<file path="src/rtl/serial_fifo_pkg.sv">
// Shared types and default parameters for the serial-input FIFO.
package serial_fifo_pkg;

    // Order in which serial bits are assembled into a word.
    typedef enum logic {
        MSB_FIRST = 1'b0,
        LSB_FIRST = 1'b1
    } bit_order_e;

    // Deserializer states.
    typedef enum logic [1:0] {
        IDLE  = 2'd0,
        SHIFT = 2'd1,
        PUSH  = 2'd2
    } deser_state_e;

    localparam int unsigned DEF_DATA_W     = 8;
    localparam int unsigned DEF_DEPTH      = 8;
    localparam int unsigned DEF_BIT_CYCLES = 15;
    localparam bit_order_e  DEF_BIT_ORDER  = MSB_FIRST;

endpackage

</file>
<file path="src/rtl/sync_fifo.sv">
// Single-clock FIFO: storage, wrap-around pointers and a registered
// count/full/empty view that already includes this cycle's push and pop.
module sync_fifo #(
    parameter int unsigned DATA_W = 8,
    parameter int unsigned DEPTH  = 8
) (
    input  logic                         i_clk,
    input  logic                         i_rst_n,
    input  logic                         i_push,
    input  logic [DATA_W-1:0]            i_push_data,
    input  logic                         i_pop,
    output logic [DATA_W-1:0]            o_head,
    output logic                         o_full,
    output logic                         o_empty,
    output logic [$clog2(DEPTH+1)-1:0]   o_count,
    output logic                         o_pop_ok,
    output logic                         o_push_drop
);

    localparam int unsigned PTR_W = $clog2(DEPTH);
    localparam int unsigned CNT_W = $clog2(DEPTH+1);

    logic [DATA_W-1:0] r_mem [DEPTH];
    logic [PTR_W-1:0]  r_wptr;
    logic [PTR_W-1:0]  r_rptr;
    logic [CNT_W-1:0]  r_count;
    logic              r_full;
    logic              r_empty;

    logic              w_pop_ok;
    logic              w_push_ok;
    logic [CNT_W-1:0]  w_count_next;

    // A full FIFO still accepts a push when a pop frees a slot in the same cycle.
    assign w_pop_ok    = i_pop & ~r_empty;
    assign w_push_ok   = i_push & (~r_full | w_pop_ok);
    assign o_pop_ok    = w_pop_ok;
    assign o_push_drop = i_push & ~w_push_ok;
    assign o_head      = r_mem[r_rptr];
    assign o_full      = r_full;
    assign o_empty     = r_empty;
    assign o_count     = r_count;

    // Next occupancy from the accepted push/pop pair.
    always_comb begin
        w_count_next = r_count;
        case ({w_push_ok, w_pop_ok})
            2'b10:   w_count_next = r_count + CNT_W'(1);
            2'b01:   w_count_next = r_count - CNT_W'(1);
            default: w_count_next = r_count;
        endcase
    end

    // Storage write; contents need no reset.
    always_ff @(posedge i_clk) begin
        if (w_push_ok) begin
            r_mem[r_wptr] <= i_push_data;
        end
    end

    // Pointers wrap naturally because DEPTH is a power of two.
    always_ff @(posedge i_clk or negedge i_rst_n) begin
        if (!i_rst_n) begin
            r_wptr  <= '0;
            r_rptr  <= '0;
            r_count <= '0;
            r_full  <= 1'b0;
            r_empty <= 1'b1;
        end else begin
            if (w_push_ok) r_wptr <= r_wptr + PTR_W'(1);
            if (w_pop_ok)  r_rptr <= r_rptr + PTR_W'(1);
            r_count <= w_count_next;
            r_full  <= (w_count_next == CNT_W'(DEPTH));
            r_empty <= (w_count_next == '0);
        end
    end

endmodule

</file>
<file path="src/rtl/serial_fifo_n.sv">
// Serial-frame deserializer feeding a FIFO, with edge-triggered dequeue,
// sticky overflow and one-cycle underflow / frame-error pulses.
module serial_fifo_n
    import serial_fifo_pkg::*;
#(
    parameter int unsigned DATA_W     = DEF_DATA_W,
    parameter int unsigned DEPTH      = DEF_DEPTH,
    parameter int unsigned BIT_CYCLES = DEF_BIT_CYCLES,
    parameter bit_order_e  BIT_ORDER  = DEF_BIT_ORDER
) (
    input  logic                        clock1M,
    input  logic                        reset,
    input  logic                        data_in,
    input  logic                        write_in,
    input  logic                        dequeue_in,
    output logic [DATA_W-1:0]           data_out,
    output logic                        status_out,
    output logic                        empty_out,
    output logic [$clog2(DEPTH+1)-1:0]  count_out,
    output logic                        overflow_out,
    output logic                        underflow_out,
    output logic                        frame_err_out
);

    localparam int unsigned BC_W = $clog2(BIT_CYCLES);
    localparam int unsigned NB_W = $clog2(DATA_W);
    localparam logic [BC_W-1:0] SAMPLE_AT = BC_W'(BIT_CYCLES / 2);
    localparam logic [BC_W-1:0] LAST_CNT  = BC_W'(BIT_CYCLES - 1);
    localparam logic [NB_W-1:0] LAST_BIT  = NB_W'(DATA_W - 1);

    deser_state_e      r_state;
    logic [BC_W-1:0]   r_bit_cnt;
    logic [NB_W-1:0]   r_nbits;
    logic [DATA_W-1:0] r_shift;
    logic              r_armed;
    logic              r_frame_err;

    logic              r_deq_q;
    logic              r_deq_prev;
    logic [DATA_W-1:0] r_data_out;
    logic              r_overflow;
    logic              r_underflow;

    logic [DATA_W-1:0] w_shift_next;
    logic              w_push;
    logic              w_pop;
    logic              w_pop_ok;
    logic              w_push_drop;
    logic [DATA_W-1:0] w_head;
    logic              w_full;
    logic              w_empty;
    logic [$clog2(DEPTH+1)-1:0] w_count;

    assign w_push = (r_state == PUSH);
    assign w_pop  = r_deq_q & ~r_deq_prev;

    // Shift register input, placed according to the configured bit order.
    always_comb begin
        w_shift_next = r_shift;
        if (BIT_ORDER == MSB_FIRST) begin
            w_shift_next = {r_shift[DATA_W-2:0], data_in};
        end else begin
            w_shift_next = {data_in, r_shift[DATA_W-1:1]};
        end
    end

    // Deserializer: waits for a fresh frame, samples mid-bit, hands the word to the FIFO.
    always_ff @(posedge clock1M or negedge reset) begin
        if (!reset) begin
            r_state     <= IDLE;
            r_bit_cnt   <= '0;
            r_nbits     <= '0;
            r_shift     <= '0;
            r_armed     <= 1'b0;
            r_frame_err <= 1'b0;
        end else begin
            r_frame_err <= 1'b0;
            case (r_state)
                IDLE: begin
                    // r_armed records that write_in was low since the last word,
                    // so a frame still held high after PUSH cannot restart.
                    if (!write_in) begin
                        r_armed <= 1'b1;
                    end else if (r_armed) begin
                        r_state   <= SHIFT;
                        r_bit_cnt <= '0;
                        r_nbits   <= '0;
                    end
                end
                SHIFT: begin
                    if (!write_in) begin
                        r_state     <= IDLE;
                        r_frame_err <= 1'b1;
                        r_armed     <= 1'b1;
                    end else begin
                        r_bit_cnt <= (r_bit_cnt == LAST_CNT) ? '0 : r_bit_cnt + BC_W'(1);
                        if (r_bit_cnt == SAMPLE_AT) begin
                            r_shift <= w_shift_next;
                            r_nbits <= r_nbits + NB_W'(1);
                            if (r_nbits == LAST_BIT) begin
                                r_state <= PUSH;
                            end
                        end
                    end
                end
                PUSH: begin
                    r_state <= IDLE;
                    r_armed <= ~write_in;
                end
                default: r_state <= IDLE;
            endcase
        end
    end

    // Dequeue request registered once, then rising-edge detected into a single pop.
    always_ff @(posedge clock1M or negedge reset) begin
        if (!reset) begin
            r_deq_q    <= 1'b0;
            r_deq_prev <= 1'b0;
        end else begin
            r_deq_q    <= dequeue_in;
            r_deq_prev <= r_deq_q;
        end
    end

    // Output word, sticky overflow and underflow pulse.
    always_ff @(posedge clock1M or negedge reset) begin
        if (!reset) begin
            r_data_out  <= '0;
            r_overflow  <= 1'b0;
            r_underflow <= 1'b0;
        end else begin
            if (w_pop_ok)    r_data_out <= w_head;
            if (w_push_drop) r_overflow <= 1'b1;
            r_underflow <= w_pop & ~w_pop_ok;
        end
    end

    sync_fifo #(
        .DATA_W (DATA_W),
        .DEPTH  (DEPTH)
    ) u_fifo (
        .i_clk       (clock1M),
        .i_rst_n     (reset),
        .i_push      (w_push),
        .i_push_data (r_shift),
        .i_pop       (w_pop),
        .o_head      (w_head),
        .o_full      (w_full),
        .o_empty     (w_empty),
        .o_count     (w_count),
        .o_pop_ok    (w_pop_ok),
        .o_push_drop (w_push_drop)
    );

    assign data_out      = r_data_out;
    assign status_out    = w_full;
    assign empty_out     = w_empty;
    assign count_out     = w_count;
    assign overflow_out  = r_overflow;
    assign underflow_out = r_underflow;
    assign frame_err_out = r_frame_err;

endmodule

</file>
<file path="config.mk">
export PLATFORM = sky130hd
export DESIGN_NAME = serial_fifo_n
export DESIGN_NICKNAME = d
export VERILOG_FILES = /design/src/rtl/serial_fifo_pkg.sv /design/src/rtl/sync_fifo.sv /design/src/rtl/serial_fifo_n.sv
export SDC_FILE = /design/constraint.sdc
export NUM_CORES = 1
export LEC_CHECK = 0
export ABC_AREA = 1
export CORE_ASPECT_RATIO = 1.4
export CORE_MARGIN = 1.5
export CORE_UTILIZATION = 30
export DETAILED_ROUTE_END_ITERATION = 6
export PLACE_DENSITY = 0.41
export RECOVER_POWER = 50
export SLEW_MARGIN = 20
export SYNTH_ARGS = -nofsm -noshare
export SYNTH_HDL_FRONTEND = slang
export SYNTH_HIERARCHICAL = 1
export SYNTH_SLANG_ARGS = --single-unit
export TNS_END_PERCENT = 10
</file>
<file path="constraint.sdc">
create_clock -name clock1M -period 4.7 [get_ports clock1M]
set_clock_uncertainty 0.15 [all_clocks]
set_input_delay 0.94 -clock clock1M [delete_from_list [all_inputs] [get_ports clock1M]]
set_output_delay 0.94 -clock clock1M [all_outputs]
set_load 0.03 [all_outputs]
</file>
## Word-level counts from Yosys, hierarchy flattened

Memory sizes are Yosys's and may differ from the RTL's. A register that Yosys moved wholly into a read port is not among the register bits.
Cells that the tools add are included.

- Bits of input ports: 5
- Flip-flop bits (word level): 35
- Output and inout bits: 17
- Memory bits (writable): 64
- Memories: 1

- Mux-type cells: 23
- Equality and inequality tests: 15
- Bitwise operators: 12
- Add/subtract/negate cells: 6
- Reductions and logical operators: 11

Memory list:

| name | words | width | rd ports | clocked after memory_dff | write ports | line | text |
|---|---|---|---|---|---|---|---|
| u_fifo.r_mem | 8 | 8 | 1 | 1 | 1 | sync_fifo.sv:23 | `logic [DATA_W-1:0] r_mem [DEPTH];` |

Operator list:

| operator | count |
|---|---|
| $mux 4 | 4 |
| $pmux 4 s2 | 2 |
| $mux 3 | 4 |
| $mux 2 | 5 |
| $ne 2x2->1 const B | 5 |
| $add 3x1->3 const B | 3 |
| $add 4x1->4 const B | 2 |
| $eq 4x4->1 const B | 2 |
| $reduce_and 4->1 | 2 |
| $ne 3x3->1 const B | 2 |
| $not 1->1 | 6 |
| $pmux 3 s2 | 1 |
| $and 1x1->1 | 5 |
| $mux 1 | 5 |
| $reduce_and 5->1 | 1 |
| $eq 2x1->1 const B | 2 |
| $eq 2x2->1 const B | 2 |
| $eq 4x3->1 const B | 1 |
| $logic_not 4->1 | 1 |
| $pmux 2 s2 | 1 |
| $reduce_bool 2->1 | 2 |
| $sub 4x1->4 const B | 1 |
| $eq 3x3->1 const B | 1 |
| $reduce_and 3->1 | 1 |
| other kinds (6) | 6 |

## Longest topological paths before layout

- Depth after elaboration: 8
- Depth in mapped cells: 17
- Mapped depth without buffers: 17

## Modules after synthesis

Netlist, hierarchy kept.

By module, submodules not included:

| module | area each (um^2) | cells each | instances |
|---|---|---|---|
| sync_fifo | 3,198.1 | 277 | 1 |
| serial_fifo_n | 1,328.8 | 130 | 1 |

## Worst setup path before layout

No wires, ideal clock.

- Path type: flip-flop to flip-flop
- Start point: register r_deq_prev
- End point: register u_fifo.r_full, in the netlist u_fifo/o_full
- Arrival time: 1.970 ns
- Clock period less this slack: 2.245 ns
- Cell stages (with the launch flop): 16
- Path buffers: 0
- Setup slack: 2.455 ns
- Data required time: 4.425 ns
- Cell sequence: dfrtp_1 > nor2_1 > inv_1 > or2_4 > nand2_4 > nand2_4 > ha_1 > nor2_1 > nor2_4 > ha_1 > a21oi_1 > inv_1 > nand2_1 > nand3_1 > o211ai_1 > nor2_1

- Longest elaborated chain between the ends: 8
- Elaborated cells on any way between the ends: 9
- Classes of those cells: eq/ne: 3; mux: 1; bitwise: 5

Ends and longest elaborated chain:

| element | line | text |
|---|---|---|
| start: declaration | serial_fifo_n.sv:39 | `logic r_deq_prev;` |
| start signal: assignment | serial_fifo_n.sv:122 | `r_deq_prev <= r_deq_q;` |
| $not 1->1 * | serial_fifo_n.sv:55 | `assign w_pop = r_deq_q & ~r_deq_prev;` |
| $and 1x1->1 * | serial_fifo_n.sv:55 |  |
| via w_pop | serial_fifo_n.sv:46 | `logic w_pop;` |
| $and 1x1->1 * | sync_fifo.sv:35 | `assign w_pop_ok = i_pop & ~r_empty;` |
| $or 1x1->1 | sync_fifo.sv:36 | `assign w_push_ok = i_push & (~r_full \| w_pop_ok);` |
| $and 1x1->1 | sync_fifo.sv:36 |  |
| $eq 2x1->1 or $eq 2x2->1 (tied branches) | sync_fifo.sv:47 | `case ({w_push_ok, w_pop_ok})` |
| $pmux 4 s2 * | sync_fifo.sv:47 |  |
| $eq 4x4->1 * | sync_fifo.sv:73 | `r_full <= (w_count_next == CNT_W'(DEPTH));` |
| end signal: assignment | sync_fifo.sv:73 |  |
| end: declaration | sync_fifo.sv:27 | `logic r_full;` |

The timed path passes the listed nets; every way through them passes the cells marked *.
A chain may end at the register's enable or synchronous reset.

==> reports/metrics.yaml <==
status: "finished, violations left"
violations: "capacitance limit, slew limit"
rsz0062_at_grt: "false"
synth_seq_cells: 107
fp.dieH_um: 148
clk_latency_ps: 340
seq_power_share_pct: 43.9
cts_tree: "yes"
worstReg2RegEnd: "u_fifo/o_full$_DFF_PN0_"
cts_resized: 0
yosys_warnings: 6
layout_common_cells: "94 x nand2_1, 64 x edfxtp_1, 55 x nor2_1"
wire_per_inst_um: 14.7
synth-seq-area-share_pct: 66.3
worst_ep_arrival_time_ps: 2670
required_ps: 4490
period_needed_ps: 2880
crit_buf_inv: 1
drive_above_1_share_pct: 9.40
finalCritPeriodShare_pct: 61.2
finalSetupViolations: 0
grt_use_total_pct: 12.8
ys_types: 32
post-route-util_pct: 35.4
r2r_slack_ps: 1960
place.gp.congestion: 0.723
setup_tns_ps: 0
p_int_w: 0.00172
reg2regPathDepth: 15
dpl_cell_area_mm2: 0.00493
path_class: "in2async"
nets: 445
hold_ws_ps: 235
cpMaxStageDelayCell: "clkbuf_1"
drt_iter0_drc: 141
ant_nets: 0
finalHoldViolations: 0
grt_max_degree: 44
h-tree-depth: 3
clk_root_buffer_cell: "clkbuf_16"
cts-hold-fix-buffers: 0
synth_edf_count: 64
hold_path_class: "reg2reg"
coreArea_mm2: 0.0146
cp_cell_sequence: "clkbuf_1"
syn-instance-count: 407
synth-async-reset-ratio_pct: 40.2
worst_pin_slew_ps: 2440
die_width_um: 107
finalInstanceArea_mm2: 0.00517
cts_made_buffers: 9
hold_path_depth: 0
max-cap-violations: 1
clockBufferDepth: 2
synth_area_per_cell_um2: 11.1
syn_to_final_growth_pct: 14.1
critPathLaunchType: "input port"
grt_pass1_wl_um: 15400
synthesis.area_mm2: 0.00453
relSlewSlack_pct: -62.4
p_comb_share_pct: 30.5
num_vias: 2815
timing.fmax_ghz: 0.348
drc: 0
end_kind: "async pin"
cpPeakStageDelay_ps: 1700
p_sw_w: 0.000923
postCtsSetupBuffers: 0
hp-start: "r_deq_q$_DFF_PN0_"
cp_top_family: "buffers and inverters"
layout_commonest_cell: "nand2_1"
rows: 52
start_util_pct: 31.1
antenna_found_initial: 0
ios: 22
n_antenna_cell: 0
port_buffers: 21
clk_pin_slew_ps: 70
hpwlAfterDp_um: 6130
gr-total-overflow: 0
drt_first_pass_iters: 4
n_fill_cell: 1460
dieArea_mm2: 0.0158
switching_share_pct: 35.0
cts_sinks: 107
grt_pass1_vias: 2909
synthFlopType: "edfxtp_1"
vdd_drop_max_mv: 0.232
worstHoldEndpoint: "r_deq_prev$_DFF_PN0_"
finalMaxSlewViolations: 44
syn_nets: 421
leakagePower_nw: 2.13
rr_startpoint: "r_deq_prev$_DFF_PN0_"
path_max_fanout: 43
drt-total-wl_um: 9220
power_density_mw_per_mm2: 511
path_depth: 1
power.share.clock_pct: 25.6
viasPerCell: 4.50
-- synthesized netlist by cell type, types with 3 or more instances --
| master | number | area share (%) |
|---|---|---|
| inv_1 | 21 | 1.7 |
| nand2_4 | 3 | 0.75 |
| inv_2 | 5 | 0.41 |
| buf_2 | 7 | 0.77 |
| a31oi_1 | 8 | 1.1 |
| nand3_1 | 13 | 1.4 |
| nor2_2 | 4 | 0.55 |
| xor2_1 | 3 | 0.58 |
| a21oi_1 | 11 | 1.2 |
| nor2_1 | 55 | 4.6 |
| o21ai_1 | 9 | 0.99 |
| mux2_2 | 8 | 2.0 |
| ha_1 | 9 | 2.5 |
| o21ai_0 | 32 | 3.5 |
| nand2_1 | 92 | 7.6 |
| dfrtp_1 | 42 | 23 |
| edfxtp_1 | 64 | 42 |
-- registers in the layout, indices dropped and copies added (netlist names), 3 cells and up --
| register | cells |
|---|---|
| r_nbits | 3 |
| r_shift | 8 |
| r_bit_cnt | 4 |
| u_fifo/r_wptr | 3 |
| data_out | 8 |
| u_fifo/r_rptr | 3 |
| u_fifo/o_count | 4 |
| u_fifo/r_mem | 64 |
-- power groups by stage --
stage | Clock [W] | Combinational (W) | Sequential (W)
6_report | 0.000675 | 0.000806 | 0.00116
5_1_grt | 0.000739 | 0.000889 | 0.00117
4_1_cts | 0.000705 | 0.000828 | 0.00116
3_5_place_dp | 0 | 0.000824 | 0.00118
3_3_place_gp | 0 | 0.000817 | 0.00118
2_1_floorplan | 0 | 0.000445 | 0.00127
-- routing by layer --
layer | up-vias | track usage, % | share of wire, %
li1 | 1426 | - | -
met4 | 0 | 5.40 | 2.4
met1 | 1339 | 14.6 | 43
met5 | - | 0 | 0
met2 | 38 | 23.0 | 52
met3 | 12 | 2.80 | 2.6
-- cell type report --
class	count	area (µm²)	area share, %
inverter	27	101	1.96
multi-input combinational	264	1360	26.3
clock inverter	6	32.5	0.630
sequential	107	3000	58.1
timing repair buffer	22	211	4.09
tap	189	236	4.58
clock buffer	10	229	4.43
-- cells by family after synthesis --
| kind of cell | share of synthesized area [%] |
|---|---|
| adder cells (fa/ha/maj) | 2.49 |
| multiplexers | 1.99 |
| AND/OR/NAND/NOR | 17.6 |
| flip-flops | 66.3 |
| XOR/XNOR | 0.968 |
| AO/OA/AOI/OAI | 7.38 |
| buffers and inverters | 3.34 |
-- worst max-delay path by stage --
stage | start | endpoint
after global placement | r_deq_prev$_DFF_PN0_ | u_fifo/o_full$_DFF_PN0_
after floorplan | r_deq_prev$_DFF_PN0_ | u_fifo/o_full$_DFF_PN0_
after detailed placement | r_deq_q$_DFF_PN0_ | u_fifo/o_full$_DFF_PN0_
after global routing | reset | r_shift[7]$_DFFE_PN0P_
final | reset | r_shift[5]$_DFFE_PN0P_
after CTS | r_deq_q$_DFF_PN0_ | u_fifo/o_full$_DFF_PN0_
-- through the flow --
step           power, W  setup WS, ps  instances
3_3_place_gp    0.00200          2070        609
5_1_grt         0.00280          1200        625
6_report        0.00264          1820        625
4_1_cts         0.00269          1980        625
2_1_floorplan   0.00171          2460        407
3_5_place_dp    0.00201          1990        609
(Power assumes the default switching activity.)
